--- src/rtl/uart_pkg.sv ---
// Shared UART definitions: receiver FSM encoding, oversampling ratio and the
// status-register bit positions used by the transmitter, receiver and regbank.
package uart_pkg;

    typedef logic [2:0] uart_state_t;

    localparam uart_state_t ST_IDLE  = 3'd0;
    localparam uart_state_t ST_START = 3'd1;
    localparam uart_state_t ST_DATA  = 3'd2;
    localparam uart_state_t ST_STOP  = 3'd3;
    localparam uart_state_t ST_BREAK = 3'd4;

    localparam int unsigned OVERSAMPLE      = 16;
    localparam int unsigned HALF_OVERSAMPLE = OVERSAMPLE / 2;

    localparam int unsigned STAT_RDY = 0;
    localparam int unsigned STAT_OVR = 1;
    localparam int unsigned STAT_FRM = 2;

endpackage

--- src/rtl/uart_baud_tick.sv ---
// Sample-tick generator: one tick every i_div+1 clocks, restartable so that
// sampling can be phase-aligned to a start edge.
module uart_baud_tick #(
    parameter int unsigned DIV_WIDTH = 16
) (
    input  logic                 i_clk,
    input  logic                 i_reset,
    input  logic                 i_restart,
    input  logic [DIV_WIDTH-1:0] i_div,
    output logic                 o_tick
);

    logic [DIV_WIDTH-1:0] r_cnt;
    logic [DIV_WIDTH-1:0] r_div;
    logic                 w_wrap;

    assign w_wrap = (r_cnt == r_div);
    assign o_tick = w_wrap & ~i_restart;

    // The divisor is only picked up at a wrap or restart, so a mid-period change
    // can never leave the counter running past its terminal value.
    always_ff @(posedge i_clk) begin
        if (i_reset) begin
            r_cnt <= '0;
            r_div <= '0;
        end else if (i_restart || w_wrap) begin
            r_cnt <= '0;
            r_div <= i_div;
        end else begin
            r_cnt <= r_cnt + 1'b1;
        end
    end

endmodule

--- src/rtl/uart_rx.sv ---
// UART 8N1 receiver: synchronises the rx line, oversamples each bit and drives the
// regbank uart_rx_data write port plus the ready/overrun/framing status bits.
module uart_rx #(
    parameter int unsigned DIV_WIDTH  = 16,
    parameter int unsigned OVERSAMPLE = uart_pkg::OVERSAMPLE
) (
    input  logic                 i_ex_clk,
    input  logic                 i_ex_reset,
    input  logic                 i_rx_enable,
    input  logic [DIV_WIDTH-1:0] i_baud_div,
    input  logic                 i_rx_in,
    input  logic                 i_rd_ack,
    input  logic                 i_err_clr,
    output logic [7:0]           o_rx_data_out,
    output logic                 o_rx_data_en,
    output logic                 o_rx_ready,
    output logic                 o_overrun_err,
    output logic                 o_framing_err
);

    import uart_pkg::*;

    localparam logic [3:0] S_LAST = 4'(OVERSAMPLE - 1);
    localparam logic [3:0] S_MID  = 4'(OVERSAMPLE / 2 - 1);

    logic        r_rx_meta;
    logic        r_rx_s;
    uart_state_t r_state;
    logic [3:0]  r_s_cnt;
    logic [2:0]  r_b_idx;
    logic [7:0]  r_shreg;
    logic        r_acc_pend;
    logic [7:0]  r_data;
    logic        r_data_en;
    logic [2:0]  r_status;

    uart_state_t w_state_nxt;
    logic [3:0]  w_s_cnt_nxt;
    logic [2:0]  w_b_idx_nxt;
    logic [7:0]  w_shreg_nxt;
    logic        w_stop_ok;
    logic        w_frm_set;
    logic        w_tick;
    logic        w_restart;

    always_ff @(posedge i_ex_clk) begin
        if (i_ex_reset) begin
            r_rx_meta <= 1'b1;
            r_rx_s    <= 1'b1;
        end else begin
            r_rx_meta <= i_rx_in;
            r_rx_s    <= r_rx_meta;
        end
    end

    assign w_restart = (r_state == ST_IDLE) & i_rx_enable & ~r_rx_s;

    uart_baud_tick #(
        .DIV_WIDTH (DIV_WIDTH)
    ) u_baud_tick (
        .i_clk     (i_ex_clk),
        .i_reset   (i_ex_reset),
        .i_restart (w_restart),
        .i_div     (i_baud_div),
        .o_tick    (w_tick)
    );

    always_comb begin
        w_state_nxt = r_state;
        w_s_cnt_nxt = r_s_cnt;
        w_b_idx_nxt = r_b_idx;
        w_shreg_nxt = r_shreg;
        w_stop_ok   = 1'b0;
        w_frm_set   = 1'b0;
        if (!i_rx_enable) begin
            w_state_nxt = ST_IDLE;
            w_s_cnt_nxt = '0;
            w_b_idx_nxt = '0;
        end else begin
            case (r_state)
                ST_IDLE: begin
                    if (!r_rx_s) begin
                        w_state_nxt = ST_START;
                        w_s_cnt_nxt = '0;
                    end
                end
                ST_START: begin
                    if (w_tick) begin
                        if (r_s_cnt == S_MID) begin
                            // A line back high at mid start bit was only a glitch.
                            w_state_nxt = r_rx_s ? ST_IDLE : ST_DATA;
                            w_s_cnt_nxt = '0;
                            w_b_idx_nxt = '0;
                        end else begin
                            w_s_cnt_nxt = r_s_cnt + 1'b1;
                        end
                    end
                end
                ST_DATA: begin
                    if (w_tick) begin
                        if (r_s_cnt == S_LAST) begin
                            w_shreg_nxt[r_b_idx] = r_rx_s;
                            w_s_cnt_nxt          = '0;
                            w_b_idx_nxt          = r_b_idx + 1'b1;
                            if (r_b_idx == 3'd7) begin
                                w_state_nxt = ST_STOP;
                            end
                        end else begin
                            w_s_cnt_nxt = r_s_cnt + 1'b1;
                        end
                    end
                end
                ST_STOP: begin
                    if (w_tick) begin
                        if (r_s_cnt == S_LAST) begin
                            w_s_cnt_nxt = '0;
                            w_stop_ok   = r_rx_s;
                            w_frm_set   = ~r_rx_s;
                            w_state_nxt = r_rx_s ? ST_IDLE : ST_BREAK;
                        end else begin
                            w_s_cnt_nxt = r_s_cnt + 1'b1;
                        end
                    end
                end
                ST_BREAK: begin
                    if (r_rx_s) begin
                        w_state_nxt = ST_IDLE;
                    end
                end
                default: begin
                    w_state_nxt = ST_IDLE;
                end
            endcase
        end
    end

    always_ff @(posedge i_ex_clk) begin
        if (i_ex_reset) begin
            r_state <= ST_IDLE;
            r_s_cnt <= '0;
            r_b_idx <= '0;
            r_shreg <= '0;
        end else begin
            r_state <= w_state_nxt;
            r_s_cnt <= w_s_cnt_nxt;
            r_b_idx <= w_b_idx_nxt;
            r_shreg <= w_shreg_nxt;
        end
    end

    // A completed byte is delivered the cycle after its stop sample; a coincident
    // rd_ack frees the holding register in time to take it.
    always_ff @(posedge i_ex_clk) begin
        if (i_ex_reset) begin
            r_acc_pend <= 1'b0;
            r_data     <= '0;
            r_data_en  <= 1'b0;
            r_status   <= '0;
        end else begin
            r_acc_pend <= w_stop_ok;
            r_data_en  <= 1'b0;
            if (r_acc_pend) begin
                if (!r_status[STAT_RDY] || i_rd_ack) begin
                    r_data             <= r_shreg;
                    r_data_en          <= 1'b1;
                    r_status[STAT_RDY] <= 1'b1;
                    if (i_rd_ack) begin
                        r_status[STAT_OVR] <= 1'b0;
                    end
                end else begin
                    r_status[STAT_OVR] <= 1'b1;
                end
            end else if (i_rd_ack) begin
                r_status[STAT_RDY] <= 1'b0;
                r_status[STAT_OVR] <= 1'b0;
            end
            if (w_frm_set) begin
                r_status[STAT_FRM] <= 1'b1;
            end else if (i_err_clr) begin
                r_status[STAT_FRM] <= 1'b0;
            end
        end
    end

    assign o_rx_data_out = r_data;
    assign o_rx_data_en  = r_data_en;
    assign o_rx_ready    = r_status[STAT_RDY];
    assign o_overrun_err = r_status[STAT_OVR];
    assign o_framing_err = r_status[STAT_FRM];

endmodule

--- config.mk ---
export PLATFORM = sky130hd
export DESIGN_NAME = uart_rx
export DESIGN_NICKNAME = d
export VERILOG_FILES = /design/src/rtl/uart_pkg.sv /design/src/rtl/uart_baud_tick.sv /design/src/rtl/uart_rx.sv
export SDC_FILE = /design/constraint.sdc
export NUM_CORES = 1
export LEC_CHECK = 0
export ABC_AREA = 0
export BUFFER_PORTS_ARGS = -buffer_cell sky130_fd_sc_hd__buf_2
export CORE_ASPECT_RATIO = 1.1
export CORE_MARGIN = 2
export CORE_UTILIZATION = 35
export DETAILED_ROUTE_END_ITERATION = 6
export GPL_ROUTABILITY_DRIVEN = 0
export PLACE_DENSITY = 0.51
export SLEW_MARGIN = 0
export SYNTH_ARGS = -nofsm -noshare
export SYNTH_HDL_FRONTEND = slang
export SYNTH_HIERARCHICAL = 1
export SYNTH_SLANG_ARGS = --single-unit
--- constraint.sdc ---
create_clock -name i_ex_clk -period 3.1 [get_ports i_ex_clk]
set_input_delay 0.465 -clock i_ex_clk [delete_from_list [all_inputs] [get_ports i_ex_clk]]
set_output_delay 0.465 -clock i_ex_clk [all_outputs]
set_load 0.01 [all_outputs]
==> flow_summary_export.csv, run 1 <==
group,metric,value,unit
status,status,"complete, no violations",
critical_path,reg2reg_depth,7,
finish,synthToLayoutAreaGrowth,12.53,%
yosys,yosys-mux-area-fraction,7.666,%
placed_design,numPlacedInstances,483,
min_path,hp-start,"i_rx_in",
yosys,synth-async-reset-ratio,0,%
power_and_ir_drop,pwr-share-seq,45.6,%
sta,maxSlewViolCount,0,
global_routing,use_met3,4.789,%
detailed_routing,drc_errors,0,
power_and_ir_drop,p_comb_share,20.1,%
cts,post-cts-setup-buffers,0,
yosys,synth_compound_gate_area_share,10.04,%
global_routing,grtUsageMet2,25.20,%
critical_path,worst_r2r_endpoint,"r_state[1]",
critical_path,rrSetupSlack,0.41,ns
placed_design,preCtsSetupSlack,0.4369,ns
power_and_ir_drop,netSwitchingFraction,29.70,%
critical_path,required,3.37,ns
sta,finalSetupTns,0,ns
critical_path,startpoint_type,"flip-flop",
placed_design,place_hpwl,4914,um
detailed_routing,dr.pass1.iters,4,
cts,ctsResizeCount,0,
global_routing,overflow,0,
floorplan,io_pins,34,
global_routing,use_met1,18.15,%
floorplan,dieArea,10120,um^2
global_routing,grt_max_degree,59,
cts,clock_latency,0.34,ns
finish,fin_area,3674,um^2
floorplan,num_rows,36,
detailed_routing,wirelength,7136,um
cts,cts_root_buf,"clkbuf_8",
detailed_routing,wl_per_cell,14.33,um
sta,min_period,2.690,ns
finish,final_common_cell,"dfxtp_1",
detailed_routing,drtAntennaViolNets,0,
placed_design,io_buffers,33,
global_routing,grt_first_pass_wirelength,11890,um
cts,tritoncts,"built",
yosys,synth-edff-count,0,
yosys,ys.flop_type,"dfxtp_1",
floorplan,die_y,105.3,um
floorplan,start_util,36.42,%
detailed_routing,drt-initial-drc-count,59,
cts,ctsHoldBuffers,0,
sta,fin_skew,0.01236,ns
cts,cts_max_level,3,
job,max_cap_viol_count,0,
sta,relSlewSlack,47.05,%
critical_path,cp-end-kind,"flip-flop",
sta,fmax,0.3717,GHz
finish,finish.utilization,40.98,%
yosys,yosys_warnings,6,
critical_path,reg2reg_from,"u_baud_tick/r_cnt[9]",
power_and_ir_drop,clockPowerShare,34.2,%
min_path,hold_path.class,"primary input to flip-flop",
global_routing,grt.busiest_layer,"met2",
cts,cts_buffers,9,
finish,fin_cells,498,
yosys,ys_types,55,
cts,clock_sinks,65,
finish,n_antenna_cell,0,
placed_design,placed_area,3488,um^2
cts,clkTransAtPathRegs,0.08,ns
min_path,min_to,"r_rx_meta",
floorplan,core-area,8964,um^2
yosys,synthCells,354,
cts,clockBufferDepth,2,
sta,rsz0062_at_grt,"no",
finish,drive_gt1_share,17.71,%
yosys,avgSynthCellArea,9.221,um^2
power_and_ir_drop,intPower,1.427,mW
yosys,synth_top_family_by_area,"simple AND/OR/NAND/NOR gates",
power_and_ir_drop,switchingPower,0.6029,mW
global_routing,grt_use_total,15.03,%
global_routing,grt_pass1_vias,2476,
finish,layout_common_cells,"dfxtp_1, nand2b_1, buf_2",
yosys,syn-num-nets,380,
power_and_ir_drop,vdd_ir_drop_max,320.0,uV
critical_path,path_class,"flip-flop to flip-flop",
yosys,yosys.area_share.simple,29.21,%
yosys,synthAdderAreaFrac,1.533,%
sta,fin_crit_sh,86.79,%
min_path,hold_depth,2,
yosys,ys_seq_elements,65,
floorplan,die_w,96.08,um
sta,hold_violations,0,
yosys,netlist_area,3264,um^2
power_and_ir_drop,leakage,1.535,nW
sta,finalSetupViolCount,0,
finish,layout.nets,406,
detailed_routing,routed-via-count,2542,
global_routing,antenna_found_initial,0,
power_and_ir_drop,p_per_area,552.6,nW/um^2
critical_path,path_max_fanout,11,
yosys,ys_seq_area_share,39.86,%
sta,worst_slack,0.4095,ns
sta,worstMarginPinSlew,0.7943,ns
yosys,synthXorXnorAreaFrac,7.512,%
detailed_routing,via_per_inst,5.104,
critical_path,arrival,2.96,ns
power by group through the flow:
stage,Clock [mW],Combinational (mW),Sequential [mW]
final,0.695,0.409,0.926
after global routing,0.760,0.447,0.934
after CTS,0.719,0.412,0.928
after detailed placement,0,0.410,0.947
after global placement,0,0.402,0.948
after floorplan,0,0.340,0.934
logic make-up after synthesis:
kind of cell / Yosys count
muxes: 25
and+or+nand+nor: 156
DFF: 65
adders and majority gates: 4
buffers and inverters: 28
xor gates and xnor gates: 28
AOI/OAI and AO/OA: 48
synthesized netlist by cell type, types with 3 or more instances:
cell type  count  share of area (%)
a211oi_1       5                1.1
a21oi_1       15                2.3
buf_2          6               0.92
clkbuf_1       9                1.0
dfxtp_1       65                 40
ha_1           4                1.5
inv_1          6               0.69
mux2i_1       25                7.7
nand2_1       12                1.4
nand2b_1      47                9.0
nand3_1       12                1.8
nand4_1       12                2.3
nor2_1        10                1.1
nor2b_1        8                1.5
nor3_1        17                2.6
nor4_1         5               0.96
o2111ai_1      3               0.81
o21ai_0       13                2.0
o2bb2ai_1      3               0.81
or2_2          4               0.77
xnor2_1        6                1.6
xor2_1        22                5.9
worst max-delay path: stages, from the launching register on:
cell and delay, ns:
dfxtp_1 0.35, xor2_1 0.15, nor4_1 0.47, and4_1 0.28
nor2b_1 0.58, and2b_1 0.24, or4b_1 0.43, a21oi_1 0.15
metal layers:
layer / wire length, um / share of wire, % / up-vias
met4: 42 / 0.59 / 0
met5: 0 / 0 / -
met2: 3548 / 50 / 42
li1: - / - / 1307
met1: 3267 / 46 / 1189
met3: 278 / 3.9 / 4
area by class of cell:
type                            count  area (um^2)
Inverter                            6        22.52
Tap cell                          114        142.6
Sequential cell                    65         1301
Clock inverter                      5        57.56
Fill cell                         940         5290
Clock buffer                       10        127.6
Timing Repair Buffer               37        195.2
Multi-Input combinational cell    261         1827
how the worst max path moves through the flow:
stage | slack (ns) | to | depth (start not counted) | from
4_1_cts | 0.43 | r_state[1] | 7 | u_baud_tick/r_cnt[9]
3_3_place_gp | 0.54 | r_state[1] | 7 | u_baud_tick/r_cnt[9]
2_1_floorplan | 0.80 | r_state[1] | 10 | u_baud_tick/r_cnt[6]
5_1_grt | 0.22 | r_state[1] | 7 | u_baud_tick/r_cnt[7]
6_report | 0.41 | r_state[1] | 7 | u_baud_tick/r_cnt[9]
3_5_place_dp | 0.44 | r_state[1] | 7 | u_baud_tick/r_cnt[9]
registers in the layout, indices dropped and copies added (netlist names), 3 cells and up:
name               flops
u_baud_tick/r_cnt     16
r_state                3
r_shreg                8
o_rx_data_out          8
r_status               3
r_b_idx                3
u_baud_tick/r_div     16
r_s_cnt                4
through the flow:
step           total power, mW  hold slack [ns]
2_1_floorplan            1.273           0.3895
6_report                 2.030           0.3095
3_3_place_gp             1.350           0.4018
4_1_cts                  2.059           0.2971
3_5_place_dp             1.357           0.4026
5_1_grt                  2.142           0.2874
No activity file was read; power rests on OpenSTA's default activity.
==> run 2, diff against run 1 <==
==> constraint.sdc (replaced) <==
create_clock -name i_ex_clk -period 3.09 [get_ports i_ex_clk]
set_input_delay 0.4635 -clock i_ex_clk [delete_from_list [all_inputs] [get_ports i_ex_clk]]
set_output_delay 0.4635 -clock i_ex_clk [all_outputs]
set_load 0.01 [all_outputs]
==> flow_summary_export.csv, run 2 (synthesized netlist as in run 1, its figures left out) <==
group,metric,value,unit
finish,final_common_cell,"dfxtp_1",
finish,drive_gt1_share,18.18,%
min_path,hold_path.class,"primary input to flip-flop",
cts,tritoncts,"built",
finish,synthToLayoutAreaGrowth,13.03,%
detailed_routing,drc_errors,0,
power_and_ir_drop,vdd_ir_drop_max,309.9,uV
global_routing,overflow,0,
floorplan,io_pins,34,
floorplan,dieArea,10120,um^2
cts,cts_root_buf,"clkbuf_8",
floorplan,core-area,8964,um^2
critical_path,path_class,"flip-flop to flip-flop",
finish,n_antenna_cell,0,
cts,cts_max_level,3,
cts,post-cts-setup-buffers,0,
sta,relSlewSlack,46.29,%
cts,clockBufferDepth,2,
sta,worstMarginPinSlew,0.8057,ns
sta,fin_skew,0.01121,ns
placed_design,numPlacedInstances,483,
finish,reg.largest.list,"u_baud_tick/r_cnt x16, u_baud_tick/r_div x16",
detailed_routing,wirelength,7136,um
cts,ctsHoldBuffers,0,
detailed_routing,routed-via-count,2577,
cts,ctsResizeCount,0,
floorplan,die_y,105.3,um
detailed_routing,dr.pass1.iters,4,
sta,finalSetupViolCount,0,
critical_path,cp-end-kind,"flip-flop",
detailed_routing,wl_per_cell,14.30,um
cts,clock_latency,0.35,ns
placed_design,place_hpwl,4873,um
critical_path,startpoint_type,"flip-flop",
global_routing,grt_max_degree,59,
cts,clock_sinks,65,
sta,maxSlewViolCount,0,
critical_path,path_max_fanout,11,
critical_path,arrival,2.94,ns
sta,min_period,2.654,ns
sta,hold_violations,0,
cts,clkTransAtPathRegs,0.08,ns
floorplan,start_util,36.42,%
sta,hold_slack,0.2937,ns
placed_design,io_buffers,33,
detailed_routing,via_per_inst,5.164,
detailed_routing,drtAntennaViolNets,0,
cts,cts_buffers,9,
floorplan,num_rows,36,
detailed_routing,drt-initial-drc-count,87,
power_and_ir_drop,p_per_area,565.0,nW/um^2
status,status,"complete, no violations",
floorplan,die_w,96.08,um
finish,nFillCells,915,
finish,layout.nets,406,
global_routing,antenna_found_initial,0,
sta,fin_crit_sh,85.89,%
sta,finalSetupTns,0,ns
finish,fin_cells,499,
job,max_cap_viol_count,0,
global_routing,grt_first_pass_wirelength,11950,um
power_and_ir_drop,fin_total_pwr,2.085,mW
global_routing,grt_use_total,15.16,%
finish,layout_common_cells,"dfxtp_1, nand2b_1, buf_2",
finish,finish.utilization,41.16,%
sta,fmax,0.3768,GHz
global_routing,grt_pass1_vias,2505,
critical_path,required,3.37,ns
sta,rsz0062_at_grt,"no",
power_and_ir_drop,leakage,1.551,nW
run 2: worst paths after layout:
kind	startpoint	to	slack, ns	depth (start not counted)
max	u_baud_tick/r_cnt[4]	r_state[1]	0.44	7
min	i_rd_ack	r_status[1]	0.29	2
max reg2reg	u_baud_tick/r_cnt[4]	r_state[1]	0.44	7
min reg2reg	r_rx_meta	r_rx_s	0.43	1
run 2: through the flow:
stage / setup WS [ns] / area [um^2]
after floorplan: 0.7880 / 3264
after global placement: 0.5306 / 3488
after detailed placement: 0.4579 / 3488
after CTS: 0.4460 / 3690
after global routing: 0.1667 / 3690
final: 0.4361 / 3690
run 2: metal layers:
layer	vias up	GRT usage (%)	routed length [um]
met5	-	0	0
met4	0	4.796	90
met3	9	4.360	273
met2	44	24.70	3472
met1	1216	19.07	3300
li1	1308	-	-
run 2: critical path, cell delays in order (launching register included):
cell	delay, ns
dfxtp_1	0.44
xor2_1	0.10
nor4_1	0.40
and4_1	0.28
nor2b_1	0.58
and2b_1	0.23
or4b_1	0.43
a21oi_1	0.14
run 2: power by group:
group          total (mW)  internal, mW  leakage, nW  switching, mW
Clock               0.746         0.379        0.100          0.366
Combinational       0.410         0.177        0.925          0.233
Sequential          0.930         0.888        0.526         0.0420
run 2: layout make-up:
type                            count  area (um^2)  area share, %
Inverter                            6        22.52         0.6104
Sequential cell                    65         1301          35.27
Clock buffer                        9        123.9          3.357
Timing Repair Buffer               37        195.2          5.290
Clock inverter                      7        77.57          2.102
Multi-Input combinational cell    261         1827          49.51
Tap cell                          114        142.6          3.866
